## config.mk

```make
export PLATFORM = sky130hd
export DESIGN_NAME = instr_encoder
export DESIGN_NICKNAME = d
export VERILOG_FILES = /design/src/rtl/instr_encoder_pkg.sv /design/src/rtl/instr_encoder_field_pack.sv /design/src/rtl/instr_encoder.sv
export SDC_FILE = /design/constraint.sdc
export NUM_CORES = 1
export LEC_CHECK = 0
export CORE_ASPECT_RATIO = 0.6
export CORE_MARGIN = 2
export CORE_UTILIZATION = 35
export CTS_BUF_LIST = sky130_fd_sc_hd__clkbuf_4
export DETAILED_ROUTE_END_ITERATION = 12
export PLACE_DENSITY = 0.65
export SYNTH_ARGS = -nofsm -noshare
export SYNTH_HDL_FRONTEND = slang
export SYNTH_SLANG_ARGS = --single-unit
```

## constraint.sdc

```tcl
create_clock -name clk -period 3.3 [get_ports clk]
set_input_delay 0.99 -clock clk [delete_from_list [all_inputs] [get_ports clk]]
set_output_delay 0.99 -clock clk [all_outputs]
set_load 0.05 [all_outputs]
```

## src/rtl/instr_encoder_pkg.sv

```systemverilog
// Shared MIPS opcode/funct constants, request selector codes and encoder state encoding.
package instr_encoder_pkg;

    localparam logic [5:0] OPC_R_TYPE = 6'b000000;
    localparam logic [5:0] OPC_ADDI   = 6'b001000;
    localparam logic [5:0] OPC_ANDI   = 6'b001100;
    localparam logic [5:0] OPC_ORI    = 6'b001101;
    localparam logic [5:0] OPC_XORI   = 6'b001110;
    localparam logic [5:0] OPC_SLTI   = 6'b001010;
    localparam logic [5:0] FUNCT_ADD  = 6'b100000;

    typedef enum logic [2:0] {
        SEL_ADD  = 3'd0,
        SEL_ADDI = 3'd1,
        SEL_ANDI = 3'd2,
        SEL_ORI  = 3'd3,
        SEL_XORI = 3'd4,
        SEL_SLTI = 3'd5
    } op_sel_e;

    typedef enum logic [2:0] {
        ST_IDLE   = 3'd0,
        ST_ACCEPT = 3'd1,
        ST_WRITE  = 3'd2,
        ST_PAD    = 3'd3,
        ST_DONE   = 3'd4
    } enc_state_e;

endpackage

```

## src/rtl/instr_encoder_field_pack.sv

```systemverilog
// instr_field_pack: combinational pack of op/rs/rt/rd/imm into a MIPS word.
// Unknown selector codes raise invalid and yield an all-zero word.
module instr_field_pack
    import instr_encoder_pkg::*;
(
    input  logic [2:0]  op,
    input  logic [4:0]  rs,
    input  logic [4:0]  rt,
    input  logic [4:0]  rd,
    input  logic [15:0] imm,
    output logic [31:0] word,
    output logic        invalid
);

    logic [5:0] opcode;

    always_comb begin
        invalid = 1'b0;
        opcode  = OPC_R_TYPE;
        case (op_sel_e'(op))
            SEL_ADD:  opcode = OPC_R_TYPE;
            SEL_ADDI: opcode = OPC_ADDI;
            SEL_ANDI: opcode = OPC_ANDI;
            SEL_ORI:  opcode = OPC_ORI;
            SEL_XORI: opcode = OPC_XORI;
            SEL_SLTI: opcode = OPC_SLTI;
            default:  invalid = 1'b1;
        endcase

        // Immediate is passed through raw; sign/zero extension is the core's job.
        if (invalid) begin
            word = 32'h0000_0000;
        end else if (op == SEL_ADD) begin
            word = {OPC_R_TYPE, rs, rt, rd, 5'b00000, FUNCT_ADD};
        end else begin
            word = {opcode, rs, rt, imm};
        end
    end

endmodule

```

## src/rtl/instr_encoder.sv

```systemverilog
// instr_encoder: packs field requests into MIPS words and loads instruction memory (NOP fill: INSTR_ENC_NOP_PAD_EN).
// Latency: accept at edge N, im_we high during N+1, in_ready back in N+2; one word per 2 cycles.
// Backpressure: in_ready only in ACCEPT; low during the write cycle and outside a session.
module instr_encoder
    import instr_encoder_pkg::*;
#(
    parameter int ADDR_W = 8
) (
    input  logic              clk,
    input  logic              rst,
    input  logic              start,
    input  logic              in_valid,
    output logic              in_ready,
    input  logic [2:0]        in_op,
    input  logic [4:0]        in_rs,
    input  logic [4:0]        in_rt,
    input  logic [4:0]        in_rd,
    input  logic [15:0]       in_imm,
    input  logic              in_last,
    output logic              im_we,
    output logic [ADDR_W-1:0] im_addr,
    output logic [31:0]       im_wdata,
    output logic              busy,
    output logic              done,
    output logic              full,
    output logic              err_op,
    output logic [ADDR_W:0]   count
);

    localparam logic [ADDR_W-1:0] PTR_MAX = '1;

    enc_state_e        state_q, state_d;
    logic [ADDR_W-1:0] ptr_q, ptr_d;
    logic [ADDR_W:0]   count_q, count_d;
    logic              full_q, full_d;
    logic              err_op_q, err_op_d;
    logic              last_q, last_d;
    logic              im_we_q, im_we_d;
    logic [ADDR_W-1:0] im_addr_q, im_addr_d;
    logic [31:0]       im_wdata_q, im_wdata_d;

    logic [31:0]       pack_word;
    logic              pack_invalid;

    instr_field_pack u_pack (
        .op      (in_op),
        .rs      (in_rs),
        .rt      (in_rt),
        .rd      (in_rd),
        .imm     (in_imm),
        .word    (pack_word),
        .invalid (pack_invalid)
    );

    always_comb begin
        state_d    = state_q;
        ptr_d      = ptr_q;
        count_d    = count_q;
        full_d     = full_q;
        err_op_d   = err_op_q;
        last_d     = last_q;
        im_we_d    = 1'b0;
        im_addr_d  = im_addr_q;
        im_wdata_d = im_wdata_q;

        case (state_q)
            ST_IDLE, ST_DONE: begin
                if (start) begin
                    state_d  = ST_ACCEPT;
                    ptr_d    = '0;
                    count_d  = '0;
                    full_d   = 1'b0;
                    err_op_d = 1'b0;
                end
            end
            ST_ACCEPT: begin
                if (in_valid) begin
                    if (pack_invalid) begin
                        err_op_d = 1'b1;
                        if (in_last) state_d = ST_DONE;
                    end else begin
                        // The im_* registers double as the holding register for the write cycle.
                        im_we_d    = 1'b1;
                        im_addr_d  = ptr_q;
                        im_wdata_d = pack_word;
                        last_d     = in_last;
                        state_d    = ST_WRITE;
                    end
                end
            end
            ST_WRITE: begin
                count_d = count_q + 1'b1;
                if (ptr_q == PTR_MAX) begin
                    full_d  = 1'b1;
                    state_d = ST_DONE;
                end else begin
                    ptr_d = ptr_q + 1'b1;
                    if (!last_q) begin
                        state_d = ST_ACCEPT;
                    end else begin
`ifdef INSTR_ENC_NOP_PAD_EN
                        state_d    = ST_PAD;
                        im_we_d    = 1'b1;
                        im_addr_d  = ptr_q + 1'b1;
                        im_wdata_d = 32'h0000_0000;
`else
                        state_d    = ST_DONE;
`endif
                    end
                end
            end
`ifdef INSTR_ENC_NOP_PAD_EN
            ST_PAD: begin
                // ptr_q tracks the address being written this cycle.
                if (ptr_q == PTR_MAX) begin
                    full_d  = 1'b1;
                    state_d = ST_DONE;
                end else begin
                    ptr_d     = ptr_q + 1'b1;
                    im_we_d   = 1'b1;
                    im_addr_d = ptr_q + 1'b1;
                end
            end
`endif
            default: state_d = ST_IDLE;
        endcase
    end

    always_ff @(posedge clk) begin
        if (rst) begin
            state_q    <= ST_IDLE;
            ptr_q      <= '0;
            count_q    <= '0;
            full_q     <= 1'b0;
            err_op_q   <= 1'b0;
            last_q     <= 1'b0;
            im_we_q    <= 1'b0;
            im_addr_q  <= '0;
            im_wdata_q <= '0;
        end else begin
            state_q    <= state_d;
            ptr_q      <= ptr_d;
            count_q    <= count_d;
            full_q     <= full_d;
            err_op_q   <= err_op_d;
            last_q     <= last_d;
            im_we_q    <= im_we_d;
            im_addr_q  <= im_addr_d;
            im_wdata_q <= im_wdata_d;
        end
    end

    assign in_ready = (state_q == ST_ACCEPT);
    assign busy     = (state_q == ST_ACCEPT) || (state_q == ST_WRITE) || (state_q == ST_PAD);
    assign done     = (state_q == ST_DONE);
    assign full     = full_q;
    assign err_op   = err_op_q;
    assign count    = count_q;
    assign im_we    = im_we_q;
    assign im_addr  = im_addr_q;
    assign im_wdata = im_wdata_q;

endmodule

```

# Word-level counts from Yosys, hierarchy flattened
# Cells that the tools add are included.
[classes]
n_addsub = 2
multipliers = 0
div = 0
n_lt_le_gt_ge = 0
n_eq_ne = 16
n_shift = 0
mux = 21
n_bitwise = 2
reduce_logical = 15
[ops]
columns = ["op", "count"]
rows = [
  ["$mux W30", 1],
  ["$pmux W4 S5", 1],
  ["$mux W3", 6],
  ["$pmux W9 S2", 1],
  ["$mux W8", 2],
  ["$pmux W8 S2", 1],
  ["$eq A3 B2 Y1 const B", 4],
  ["$reduce_and A3 Y1", 4],
  ["$ne A2 B2 Y1 const B", 5],
  ["$add A9 B1 Y9 const B", 1],
  ["$eq A3 B3 Y1 const B", 3],
  ["$mux W9", 1],
  ["$pmux W3 S3", 1],
  ["$add A8 B1 Y8 const B", 1],
  ["$eq A8 B8 Y1 const B", 1],
  ["$eq A3 B1 Y1 const B", 2],
  ["$logic_not A3 Y1", 2],
  ["$reduce_or A6 Y1", 1],
  ["$mux W1", 5],
  ["$pmux W1 S2", 2],
  ["$reduce_and A4 Y1", 1],
  ["$reduce_bool A2 Y1", 2],
  ["$ne A3 B2 Y1 const B", 1],
  ["$reduce_or A3 Y1", 1],
  ["other kinds (4)", 6],
]
[totals]
register_bits = 64
latchBits = 0
ramBits = 0
romBits = 0
output_inout_bits = 55
elab_cells = 65
memories = 0

# Depth between registers and ports, before layout
[depth]
depth_word = 5
ltp_mapped = 6
mapped_depth_nobuf = 5

# By module
# A second synthesis with hierarchy kept.
[hier_totals]
cells_unflattened = 372
area_unflattened_um2 = 2976.6
[by_module_without_submodules]
columns = ["mod", "n_inst", "cells_each", "area_per_inst_um2"]
rows = [
  ["instr_encoder", 1, 314, 2567.5],
  ["instr_field_pack", 1, 58, 409.1],
]

# Worst setup path after synthesis
# No wires, ideal clock.
[synth_path]
path_kind = "register -> output"
from = "register state_q[0]"
to = "output busy"
arrival_time_ps = 1240
required_time_ps = 2310
path_slack_ps = 1070
stages_incl_launch_ff = 4
path_buffers = 1
path_cell_list = "dfxtp_1 > buf_2 > nor2_1 > nor2_1"
[synth_between]
elab_chain_cells = 3
elab_cells_between_ends = 5
cone_classes = "eq/ne (3); reduce/logical (2)"
[synth_lines]
columns = ["element", "line_no", "source"]
rows = [
  ["start: declaration", "instr_encoder.sv:32", "enc_state_e state_q, state_d;"],
  ["start signal: assignment", "instr_encoder.sv:141", "state_q <= state_d;"],
  ["$eq A3 B1 Y1 or $eq A3 B2 Y1 (tied branches)", "instr_encoder.sv:154", "assign busy = (state_q == ST_ACCEPT) || (state_q == ST_WRITE) || (state_q == ST_PAD);"],
  ["$logic_or A1 B1 Y1", "instr_encoder.sv:154", ""],
  ["$logic_or A1 B1 Y1 (*)", "instr_encoder.sv:154", ""],
  ["end: declaration", "instr_encoder.sv:23", "output logic busy,"],
]
# Every way passes the cells marked *; elsewhere a longest branch is shown, timed or not.

# Final worst setup path
[layout_path]
from = "register state_q[0]"
to = "output done"
[layout_between]
elab_chain_cells = 1
[layout_lines]
columns = ["element", "line_no", "source"]
rows = [
  ["$eq A3 B3 Y1", "instr_encoder.sv:155", "assign done = (state_q == ST_DONE);"],
  ["end: declaration", "instr_encoder.sv:24", "output logic done,"],
]
# Every way passes these cells.

==> flow_metrics.py <==
metrics = {
    "global_route": {
        "overflow": 0,
        "grt_usage_pct": 16.8,
        "grt_pass1_wl_um": 10700,
        "grt_pass1_vias": 2145,
        "grt_max_degree": 31,
        "antenna_found_initial": 0,
    },
    "power_and_ir_drop": {
        "switchingPower_uw": 479,
        "p_clk_share_pct": 33.0,
        "combPwrFrac_pct": 17.5,
        "p_leak_uw": 0.00126,
        "p_int_uw": 1110,
        "power_per_cell_area_nw_per_um2": 429,
        "switching_share_pct": 30.1,
        "power_uw": 1590,
        "seqPwrFrac_pct": 49.5,
        "peakVddDrop_mv": 0.197,
    },
    "setup_path": {
        "cp.required_ns": 2.31,
        "worstPathMaxFanout": 14,
        "cp-end-kind": "output port",
        "r2r_cells": 4,
        "critPathSlowestCell": "clkdlybuf4s50_1",
        "startpoint": "state_q[0]$_SDFFE_PP0P_",
        "cp-start-kind": "flop",
        "path_class": "flop to output port",
        "crit_arrival_ns": 2.00,
        "cp_top_family": "buffers and inverters",
        "max_stage_delay_ns": 0.80,
        "regToRegSetupSlack_ns": 1.37,
        "worst-path-buf-inv": 1,
        "rr_startpoint": "state_q[1]$_SDFFE_PP0P_",
        "crit_path_cell_trace": "nor2_1, and2_1, clkdlybuf4s50_1",
        "r2r-end": "count[8]$_SDFFE_PP0P_",
    },
    "synth": {
        "ys_top_cells_by_area": "dfxtp_1 (48%), nand2_1 (7.7%), a21oi_1 (6.6%)",
        "synth_flop_cell": "dfxtp_1",
        "yosysMostFrequentCell": "dfxtp_1",
        "yosysSeqAreaShare_pct": 47.9,
        "ys_seq_elements": 62,
        "synth.cell_area_um2": 2590,
        "synth_edf_count": 0,
        "postSynthCellCount": 301,
        "synth.largest_area_cell": "dfxtp_1",
        "synth_common_cells": "dfxtp_1 (62), nand2_1 (53), a21oi_1 (34)",
        "post-synth-top-area-fraction_pct": 47.9,
        "ys_types": 49,
        "ys_warn_count": 0,
        "synth_area_per_cell_um2": 8.62,
        "async_reset_ff_share_pct": 0,
    },
    "final_layout": {
        "regArea_um2": 1240,
        "final_cells": 487,
        "antenna_cells": 0,
        "area_delta_synth_final_pct": 43.0,
        "multi_input_area_um2": 1250,
        "drive_above_1_share_pct": 8.84,
        "fillCellCount": 672,
        "nets": 432,
    },
    "placement": {
        "place_inst": 471,
        "hpwl_um": 4880,
        "place.gp.congestion": 0.761,
        "io_buffers": 91,
        "preCtsSetupSlack_ns": 0.673,
    },
    "drt": {
        "dr.pass1.iters": 4,
        "drtIter0Drc": 223,
        "vias_per_cell": 5.03,
        "wire_per_inst_um": 13.8,
        "wirelength_um": 6740,
        "ant_nets": 0,
        "via_count": 2448,
        "drcViolationCount": 0,
    },
    "run": {
        "drv_cap": 0,
    },
    "floorplanning": {
        "die_w_um": 115,
        "core_area_um2": 7210,
        "rows": 24,
        "io_pins": 94,
        "fp.dieH_um": 70.7,
        "start_util_pct": 36.0,
        "dieArea_um2": 8140,
    },
    "sta": {
        "finClkSkew_ns": 0.0136,
        "tns_ns": 0,
        "slew_violations": 0,
        "tightest_slew_ns": 0.664,
        "hold_ws_ns": 0.461,
        "rsz0062_at_grt": "false",
        "fin_crit_sh_pct": 90.7,
        "slew_headroom_pct": 55.6,
        "setup_viol": 0,
        "finalCriticalPeriod_ns": 2.99,
        "setup_ws_ns": 0.307,
        "hold_viol_final": 0,
        "fmax_mhz": 334,
    },
    "cts": {
        "clock-sinks": 62,
        "htreeDepth": 3,
        "cts_tree": "yes",
        "cts_setup_buffers": 0,
        "clock_latency_ns": 0.40,
        "cts_root_buffer": "clkbuf_4",
        "clk_pin_slew_worst_paths_ns": 0.11,
        "cts-buffers-inserted": 9,
        "ctsHoldBuffers": 0,
        "cts.path.max_buffers": 2,
        "cts_resized": 0,
    },
    "worst_hold_path": {
        "hold_depth": 2,
        "min_from": "im_addr[0]$_SDFFE_PP0P_",
        "hold_path_class": "flop to flop",
        "min_to": "im_addr[0]$_SDFFE_PP0P_",
    },
    "outcome": {
        "status": "finished, final reports clean",
    },
}
metal layers:
layer | track usage [%] | share of wire [%]
met5 | 0 | 0
met4 | 2.41 | 0.46
met3 | 7.03 | 8.6
met2 | 23.0 | 40
met1 | 25.0 | 51
kinds of logic (layout without fill, tap and decap cells):
family                   count (synthesis)  count (layout)  share of synthesized area, %
other                                    1               2                         0.145
buffers and inverters                   23             117                          4.39
multiplexers                             8               8                          3.18
AND/OR/NAND/NOR                        129             129                          24.3
AO/OA/AOI/OAI                           76              76                          19.2
flip-flops                              62              62                          47.9
adder cells (fa/ha/maj)                  2               2                         0.965
how the worst max path moves through the flow:
stage          depth (start not counted)  slack (ns)                       end
2_1_floorplan                          3        1.07                      busy
3_3_place_gp                           4        0.65  im_wdata[0]$_SDFFE_PP0P_
3_5_place_dp                           4        0.67  im_wdata[3]$_SDFFE_PP0P_
4_1_cts                                3        0.26                      done
5_1_grt                                3        0.15                      done
6_report                               3        0.31                      done
worst min-delay path, delay by kind of cell (launching register included):
family	cells	cell delay, ns
AO/OA/AOI/OAI	1	0.05
flip-flops	1	0.32
AND/OR/NAND/NOR	1	0.05
metrics by stage:
stage               utilization (%)  area (µm²)
floorplan                         -        2600
global placement               49.5        3570
detailed placement             49.5        3570
CTS                            51.5        3710
global route                   51.5        3710
finish                         51.5        3710
power groups by stage:
stage / Combinational [µW] / Clock (µW) / Sequential (µW)
2_1_floorplan: 116 / 0 / 858
3_3_place_gp: 277 / 0 / 804
3_5_place_dp: 278 / 0 / 804
4_1_cts: 279 / 549 / 788
5_1_grt: 298 / 588 / 791
6_report: 278 / 526 / 787
cell usage in the layout, fill, tap and decap left out, drive strengths merged, types with 3 or more instances in the layout:
cell,Yosys,routed
nor3b,3,3
o21ai,6,6
or3,3,3
clkinvlp,0,4
a21oi,34,34
a211oi,8,8
nor2,31,31
or3b,3,3
o311ai,3,3
a22o,10,10
nand4,3,3
mux2i,6,6
nor3,7,7
buf,10,9
inv,3,4
clkdlybuf4s50,0,89
nand2,53,53
dfxtp,62,62
a311oi,3,3
clkbuf,10,9
nand2b,4,4
nand3,7,7
final cells by class:
cell class,count,area share (%)
Multi-Input combinational cell,217,33.6
Sequential cell,62,33.5
Timing Repair Buffer,98,25.8
Tap cell,91,3.07
Clock inverter,7,1.99
Clock buffer,9,1.82
Inverter,3,0.304
sequential cells by signal, summed over array words and instances (netlist names):
register	flops
count	9
err_op	1
full	1
im_addr	8
im_wdata	30
im_we	1
last_q	1
ptr_q	8
state_q	3
Power figures use the tool's default switching activity.
